### src/rtl/mult_pkg.sv
// Shared constants for the Booth multiplier and its BCD output stage.
//   PRODUCTO_W  : width of the multiplier product (two's complement)
//   estado_t    : state encoding of the BCD converter FSM
//   UMBRAL_ADD3 : digit value from which shift-add-3 adds 3 before shifting
package mult_pkg;

  localparam int PRODUCTO_W = 8;

  typedef enum logic [1:0] {
    IDLE = 2'd0,
    CONV = 2'd1,
    DONE = 2'd2
  } estado_t;

  localparam logic [3:0] UMBRAL_ADD3 = 4'd5;

endpackage

### src/rtl/bcd_producto_if.sv
// Bus between the multiplier side and the BCD converter.
//   producto : two's-complement product (W bits)
//   fin      : multiplier done flag, rising edge starts a conversion
//   signo    : 1 = result negative
//   digitos  : BCD magnitude, units digit in [3:0]
//   listo    : one-cycle pulse, signo/digitos just updated
//   ocupado  : conversion in progress
// master drives producto/fin; slave (the converter) drives the results.
interface bcd_producto_if #(
  parameter int W  = 8,
  parameter int ND = 3
);
  logic signed [W-1:0]    producto;
  logic                   fin;
  logic                   signo;
  logic        [4*ND-1:0] digitos;
  logic                   listo;
  logic                   ocupado;

  modport master (
    output producto, fin,
    input  signo, digitos, listo, ocupado
  );

  modport slave (
    input  producto, fin,
    output signo, digitos, listo, ocupado
  );
endinterface

### src/rtl/bcd_producto_add3.sv
// One BCD digit correction step of shift-add-3.
//   din  : current BCD digit
//   dout : din + 3 when din >= 5, otherwise din
module add3_digit
  import mult_pkg::*;
(
  input  logic [3:0] din,
  output logic [3:0] dout
);

  assign dout = (din >= UMBRAL_ADD3) ? din + 4'd3 : din;

endmodule

### src/rtl/bcd_producto.sv
// Signed binary to BCD converter for the multiplier product.
// Captures producto on a rising edge of fin, converts the magnitude with
// shift-add-3 one bit per clock and presents sign plus ND BCD digits,
// pulsing listo for one cycle when the new result is valid.
//   clk   : clock, rising edge
//   rst_n : asynchronous active-low reset
//   bus   : slave side of bcd_producto_if (producto, fin in; signo,
//           digitos, listo, ocupado out)
module bcd_producto
  import mult_pkg::*;
#(
  parameter int W  = PRODUCTO_W,
  parameter int ND = 3
) (
  input  logic           clk,
  input  logic           rst_n,
  bcd_producto_if.slave  bus
);

  localparam int CW = $clog2(W + 1);
  localparam int SW = 4 * ND + W;

  // Magnitude as W-bit unsigned; the most negative value maps to 2^(W-1).
  function automatic logic [W-1:0] magnitud(input logic [W-1:0] p);
    return p[W-1] ? (~p + W'(1)) : p;
  endfunction

  estado_t          estado, estado_sig;
  logic             fin_q;
  logic [CW-1:0]    cnt;
  logic [SW-1:0]    sr;
  logic             signo_r;
  logic [4*ND-1:0]  bcd_aj;
  logic [SW-1:0]    sr_sh;
  logic             subida;
  logic             carga;
  logic             paso;
  logic             ultimo;

  assign subida = bus.fin & ~fin_q;
  assign ultimo = (cnt == CW'(W - 1));

  for (genvar g = 0; g < ND; g++) begin : g_add3
    add3_digit u_add3 (
      .din  (sr[W + 4*g +: 4]),
      .dout (bcd_aj[4*g +: 4])
    );
  end

  // Corrected digits and remaining magnitude shift left together.
  assign sr_sh = {bcd_aj, sr[W-1:0]} << 1;

  always_comb begin
    estado_sig = estado;
    carga      = 1'b0;
    paso       = 1'b0;
    unique case (estado)
      IDLE, DONE: begin
        if (subida) begin
          carga      = 1'b1;
          estado_sig = CONV;
        end else begin
          estado_sig = IDLE;
        end
      end
      CONV: begin
        paso = 1'b1;
        if (ultimo) estado_sig = DONE;
      end
      default: estado_sig = IDLE;
    endcase
  end

  always_ff @(posedge clk or negedge rst_n) begin
    if (!rst_n) begin
      estado <= IDLE;
      fin_q  <= 1'b0;
    end else begin
      estado <= estado_sig;
      fin_q  <= bus.fin;
    end
  end

  // Capture / iterate / publish
  always_ff @(posedge clk or negedge rst_n) begin
    if (!rst_n) begin
      cnt         <= '0;
      sr          <= '0;
      signo_r     <= 1'b0;
      bus.signo   <= 1'b0;
      bus.digitos <= '0;
    end else if (carga) begin
      cnt     <= '0;
      sr      <= {{(4*ND){1'b0}}, magnitud(bus.producto)};
      signo_r <= bus.producto[W-1];
    end else if (paso) begin
      cnt <= cnt + CW'(1);
      sr  <= sr_sh;
      if (ultimo) begin
        bus.digitos <= sr_sh[SW-1:W];
        bus.signo   <= signo_r;
      end
    end
  end

  assign bus.listo   = (estado == DONE);
  assign bus.ocupado = (estado == CONV);

endmodule

### src/flat_wrapper.sv
// flat-port wrapper written by rule: the top's interface ports become plain ports
module bcd_producto_flat import mult_pkg::*;
#(
  parameter int W  = PRODUCTO_W,
  parameter int ND = 3
)
  (clk, rst_n, bus_producto, bus_fin, bus_signo, bus_digitos, bus_listo, bus_ocupado);
  bcd_producto_if #(.W(W), .ND(ND)) bus_i ();
  input  logic clk;
  input  logic rst_n;
  input wire logic [$bits(bus_i.producto)-1:0] bus_producto;
  input wire logic [$bits(bus_i.fin)-1:0] bus_fin;
  output wire logic [$bits(bus_i.signo)-1:0] bus_signo;
  output wire logic [$bits(bus_i.digitos)-1:0] bus_digitos;
  output wire logic [$bits(bus_i.listo)-1:0] bus_listo;
  output wire logic [$bits(bus_i.ocupado)-1:0] bus_ocupado;
  assign bus_i.producto = bus_producto;
  assign bus_i.fin = bus_fin;
  assign bus_signo = bus_i.signo;
  assign bus_digitos = bus_i.digitos;
  assign bus_listo = bus_i.listo;
  assign bus_ocupado = bus_i.ocupado;
  bcd_producto #(.W(W), .ND(ND)) u_core (.clk(clk), .rst_n(rst_n), .bus(bus_i));
endmodule
### config.mk
export PLATFORM = sky130hd
export DESIGN_NAME = bcd_producto_flat
export DESIGN_NICKNAME = d
export VERILOG_FILES = /design/src/rtl/mult_pkg.sv /design/src/rtl/bcd_producto_if.sv /design/src/rtl/bcd_producto_add3.sv /design/src/rtl/bcd_producto.sv /design/src/flat_wrapper.sv
export SDC_FILE = /design/constraint.sdc
export NUM_CORES = 1
export LEC_CHECK = 0
export ABC_AREA = 1
export CAP_MARGIN = 5
export CORE_MARGIN = 2
export CORE_UTILIZATION = 55
export CTS_CLUSTER_DIAMETER = 120
export DETAILED_ROUTE_END_ITERATION = 6
export GPL_TIMING_DRIVEN = 0
export PLACE_DENSITY_LB_ADDON = 0.15
export SLEW_MARGIN = 20
export SYNTH_ARGS = -nofsm -noshare
export SYNTH_HDL_FRONTEND = slang
export SYNTH_SLANG_ARGS = --single-unit
### constraint.sdc
create_clock -name clk -period 3.6 [get_ports clk]
set_input_delay 0.72 -clock clk [delete_from_list [all_inputs] [get_ports clk]]
set_output_delay 0.72 -clock clk [all_outputs]
set_load 0.01 [all_outputs]
# After elaboration in Yosys (flattened, before gate mapping)
# Index checks and enable logic that the tools add are counted.
dict set report totals {
  mem_count 0
  ff_bits 41
  output_inout_bits 15
  rom_bits 0
  latchBits 0
  ram_bits 0
}
dict set report classes {
  muxes 14
  add_sub_neg 5
  bitwise_logic 4
  order_cmp 3
  n_shift 0
  n_reduce_logical 4
  n_eq_ne 4
  multipliers 0
  div_mod_pow 0
}
# op count
set op_table {}
lappend op_table {{two-way mux 20 bit} 2}
lappend op_table {{two-way mux 4 bit} 4}
lappend op_table {{greater-or-equal comparator 4 x 3 -> 1 bit (second input constant)} 3}
lappend op_table {{adder 4 x 2 -> 4 bit (second input constant)} 2}
lappend op_table {{adder 8 x 1 -> 8 bit (second input constant)} 1}
lappend op_table {{two-way mux 8 bit} 1}
lappend op_table {{NOT 8 bit} 1}
lappend op_table {{adder 4 x 1 -> 4 bit (second input constant)} 1}
lappend op_table {{== test 4 x 3 -> 1 bit (second input constant)} 1}
lappend op_table {{two-way mux 1 bit} 4}
lappend op_table {{one-hot mux 2 bit (2 select lines)} 1}
lappend op_table {{adder 3 x 2 -> 3 bit (second input constant)} 1}
lappend op_table {{two-way mux 3 bit} 1}
lappend op_table {{AND reduction 3 bit} 1}
lappend op_table {{== test 2 x 1 -> 1 bit (second input constant)} 1}
lappend op_table {{== test 2 bit (second input constant)} 1}
lappend op_table {{zero test 2 bit} 1}
lappend op_table {{two-way mux 2 bit} 1}
lappend op_table {{inequality test 2 x 1 -> 1 bit (second input constant)} 1}
lappend op_table {{NOT 1 bit} 2}
lappend op_table {{nonzero test 2 bit} 1}
lappend op_table {{OR reduction 2 bit} 1}
lappend op_table {{bitwise AND 1 bit} 1}

# Depth between registers and ports, before layout
dict set report depth {
  ltp_word 6
  ltp_mapped 9
}

# Modules after synthesis
# From an unflattened synthesis, not the netlist that was laid out.
dict set report unflattened {
  cells_unflattened 278
  area_unflattened_um2 2312.2
}
# mod seq_area_each_um2 cells_per_inst instances area_per_inst_um2
set by_module_without_submodules {}
lappend by_module_without_submodules {bcd_producto 1026.0 209 1 1906.8}
lappend by_module_without_submodules {add3_digit 0.0 23 3 135.1}

# Worst setup path after synthesis
# OpenSTA, ideal clock, no wires.
dict set report synth_path {
  kind {reg2out}
  startpoint {register u_core.estado[1]}
  endpoint {output bus_ocupado}
  path_stages_with_launch 3
  path_slack_ns 2.105
  required_ns 2.880
  arrival_ns 0.775
  path_cell_list {dfrtp_1 nor2_8 buf_2}
}
dict set report synth_between {
  elab_chain_cells 1
}
# item line
set synth_lines {}
lappend synth_lines {{from (decl)} bcd_producto.sv:28} ;# estado_t estado, estado_sig;
lappend synth_lines {{from (signal assigned)} bcd_producto.sv:79} ;# estado <= estado_sig;
lappend synth_lines {{== test 2 x 1 -> 1 bit} bcd_producto.sv:107} ;# assign bus.ocupado = (estado == CONV);
lappend synth_lines {{to (decl)} flat_wrapper.sv:16} ;# output wire logic [$bits(bus_i.ocupado)-1:0] bus_ocupado;
# Every way passes these cells.

# Worst setup path in the final report
# Ends and elaborated chain as after synthesis.

==> results.py <==
metrics = {
    "clock_network": {
        "cts_inserted_buffers": 5,
        "hold_buffers": 0,
        "tritoncts": "done",
        "ctsHtreeMaxLevel": 2,
        "clk_latency_ns": 0.30,
        "cts_buffer_depth": 2,
        "cts.sinks": 41,
        "ctsRootBufferMaster": "clkbuf_8",
        "post-cts-setup-buffer-count": 0,
        "clkTransAtPathRegs_ns": 0.08,
        "ctsResizeCount": 0,
    },
    "global_routing": {
        "grt_pass1_wl_mm": 7.541,
        "antenna_found_initial": 0,
        "grt_max_degree": 23,
        "gr-total-overflow": 0,
        "first_global_vias": 1763,
        "track_usage_pct": 22.78,
    },
    "run": {
        "maxCapViolCount": 0,
    },
    "drt": {
        "wl_met3_um": 116,
        "wl_per_cell_um": 12.15,
        "drt_iter0_drc": 127,
        "dr_wl_met2_mm": 1.998,
        "ant_nets": 0,
        "wl_met1_mm": 2.050,
        "drtPass1Iterations": 4,
        "dr.max_layer_used": "met4",
        "drc": 0,
        "num_vias": 1820,
        "viasPerCell": 5.200,
        "finalWirelength_mm": 4.253,
    },
    "sta": {
        "rsz0062_at_grt": "no",
        "final.setup_skew_ns": 0.007109,
        "fmax_mhz": 401.5,
        "timing.slew.headroom_pct": 58.20,
        "fin_tns_setup_ns": 0,
        "finalHoldViolCount": 0,
        "tightest_slew_ns": 0.6247,
        "post-route-period-util_pct": 69.18,
        "setup_viol": 0,
        "period_needed_ns": 2.490,
        "slew_viol_final": 0,
    },
    "yosys": {
        "syn_avg_cell_area_um2": 7.921,
        "synth_most_common_cell": "nand2_1",
        "synth_area_um2": 2131,
        "synth_seq_cells": 41,
        "syn-instance-count": 269,
        "syn_nets": 288,
        "ys_seq_area_share_pct": 48.15,
        "synth_area_leader_cell": "dfrtp_1",
        "ys.flop_type": "dfrtp_1",
        "synth_edf_count": 0,
        "ys_types": 25,
        "synthArstFlopShare_pct": 100.0,
        "ys_top_cells_by_area": "dfrtp_1 48%, nand2_1 16%, nand3_1 8.5%, inv_1 5.5%, ha_1 4.7%",
        "synthTopCellsByCount": "89 x nand2_1, 41 x dfrtp_1, 36 x nand3_1",
        "yosysWarnings": 0,
        "synth_top_area_share_pct": 48.15,
    },
    "setup_path": {
        "path_max_fanout": 10,
        "reg2reg_slack_ns": 2.03,
        "crit_end": "bus_ocupado",
        "crit_path_start": "u_core.estado[1]$_DFFE_PN0P_",
        "cp.arrival_ns": 1.77,
        "r2r-start": "u_core.sr[8]$_DFFE_PN0P_",
        "path_class": "flop to output pin",
        "crit_buf_inv": 2,
        "critical-path-top-delay-family": "buffers and inverters",
        "slowest_stage": "clkdlybuf4s50_1",
        "crit_path_start_kind": "flop",
        "crit_chain": "nor2_8 > buf_2 > clkdlybuf4s50_1",
        "crit_cells": 3,
        "cpPeakStageDelay_ns": 0.59,
        "reg2reg_to": "u_core.sr[12]$_DFFE_PN0P_",
        "r2r_cells": 7,
        "critical_path_required_ns": 2.88,
        "endpoint_kind": "output pin",
    },
    "floorplan": {
        "rows": 22,
        "dieWidth_um": 66.24,
        "dieArea_um2": 4388,
        "die_y_um": 66.24,
        "core_area_um2": 3689,
        "initial_core_util_pct": 57.77,
        "io_pins": 26,
    },
    "power_and_ir_drop": {
        "vdd_ir_drop_max_v": 0.0004167,
        "cellPowerDensity_nw_per_um2": 858.2,
        "leakagePower_uw": 0.001311,
    },
    "cells_and_area": {
        "antennaDiodeCount": 0,
        "regArea_um2": 1026,
        "multi_input_area_um2": 912.1,
        "utilization_pct": 69.13,
        "synthToLayoutAreaGrowth_pct": 19.67,
        "layout-drive-gt1-share_pct": 8.609,
        "nets": 320,
        "nFillCells": 322,
    },
    "hold_path": {
        "min_path_type": "input pin to asynchronous set/reset pin",
    },
    "placement": {
        "port_buffers": 24,
        "routabilityCongestion": 0.8687,
        "dpl.hpwl_mm": 3.109,
    },
    "status": {
        "run_status": "completed",
    },
}
-- stage by stage --
step                      instance area (um2)  power, uW  instances  hold slack [ns]  setup WS [ns]
final                                    2550       2188        350           0.3685          1.110
after global routing                     2550       2397        350           0.4024          1.066
after CTS                                2550       2206        350           0.3843          1.107
after detailed placement                 2454       1878        342           0.4649          1.422
after global placement                   2431       1839        341           0.4632         0.7800
after floorplan                          2131       1522        269           0.4244          2.105
-- per-layer routing --
metal	vias to the layer above	track usage (%)
li1	925	-
met1	846	29.05
met2	41	37.88
met3	8	4.089
met4	0	9.694
met5	-	0
-- cells in the final DEF (no fill, tap or decap), types with 4 or more instances in the layout --
cell | synthesis | layout
o21ai_1 | 4 | 4
ha_1 | 8 | 8
nand3_1 | 36 | 36
nand2_1 | 89 | 89
nor2_1 | 15 | 15
a21oi_1 | 4 | 4
clkdlybuf4s50_1 | 0 | 23
dfrtp_1 | 41 | 41
clkbuf_8 | 0 | 6
o21ai_0 | 15 | 15
inv_1 | 31 | 31
-- cell type report --
| class | instances | area share [%] |
|---|---|---|
| inverter | 35 | 5.250 |
| clock inverter | 2 | 0.5397 |
| multi-input combinational | 186 | 35.77 |
| tap | 48 | 2.355 |
| buffer | 7 | 2.306 |
| sequential | 41 | 40.24 |
| clock buffer | 6 | 3.238 |
| timing repair buffer | 25 | 10.30 |
-- worst min path at each step --
stage | start | end | slack, ns
after global placement | u_core.bus.digitos[11]$_DFFE_PN0P_ | u_core.bus.digitos[11]$_DFFE_PN0P_ | 0.46
after floorplan | rst_n | u_core.bus.digitos[0]$_DFFE_PN0P_ | 0.42
after detailed placement | u_core.bus.digitos[8]$_DFFE_PN0P_ | u_core.bus.digitos[8]$_DFFE_PN0P_ | 0.46
after CTS | rst_n | u_core.sr[19]$_DFFE_PN0P_ | 0.38
final | rst_n | u_core.fin_q$_DFF_PN0_ | 0.37
after global routing | rst_n | u_core.sr[12]$_DFFE_PN0P_ | 0.40
-- cells by family after synthesis --
family / after synthesis / share of synthesized area [%]
AND/OR/NAND/NOR: 147 / 29.89
buffers and inverters: 42 / 9.043
flip-flops: 41 / 48.15
AO/OA/AOI/OAI: 30 / 7.810
adder cells (fa/ha/maj): 8 / 4.698
XOR/XNOR: 1 / 0.4111
-- flip-flops by register name, summed over array words and instances (netlist names) --
| register | count |
|---|---|
| u_core.bus.digitos | 12 |
| u_core.estado | 2 |
| u_core.signo_r | 1 |
| u_core.fin_q | 1 |
| u_core.bus.signo | 1 |
| u_core.sr | 20 |
| u_core.cnt | 4 |
-- power by group --
| part | total [uW] | switching [uW] | internal [uW] |
|---|---|---|---|
| clock network | 320 | 165 | 155 |
| logic | 1070 | 616 | 451 |
| registers | 801 | 130 | 671 |
| total | 2190 | 910 | 1280 |
Power figures use the tool's default switching activity.
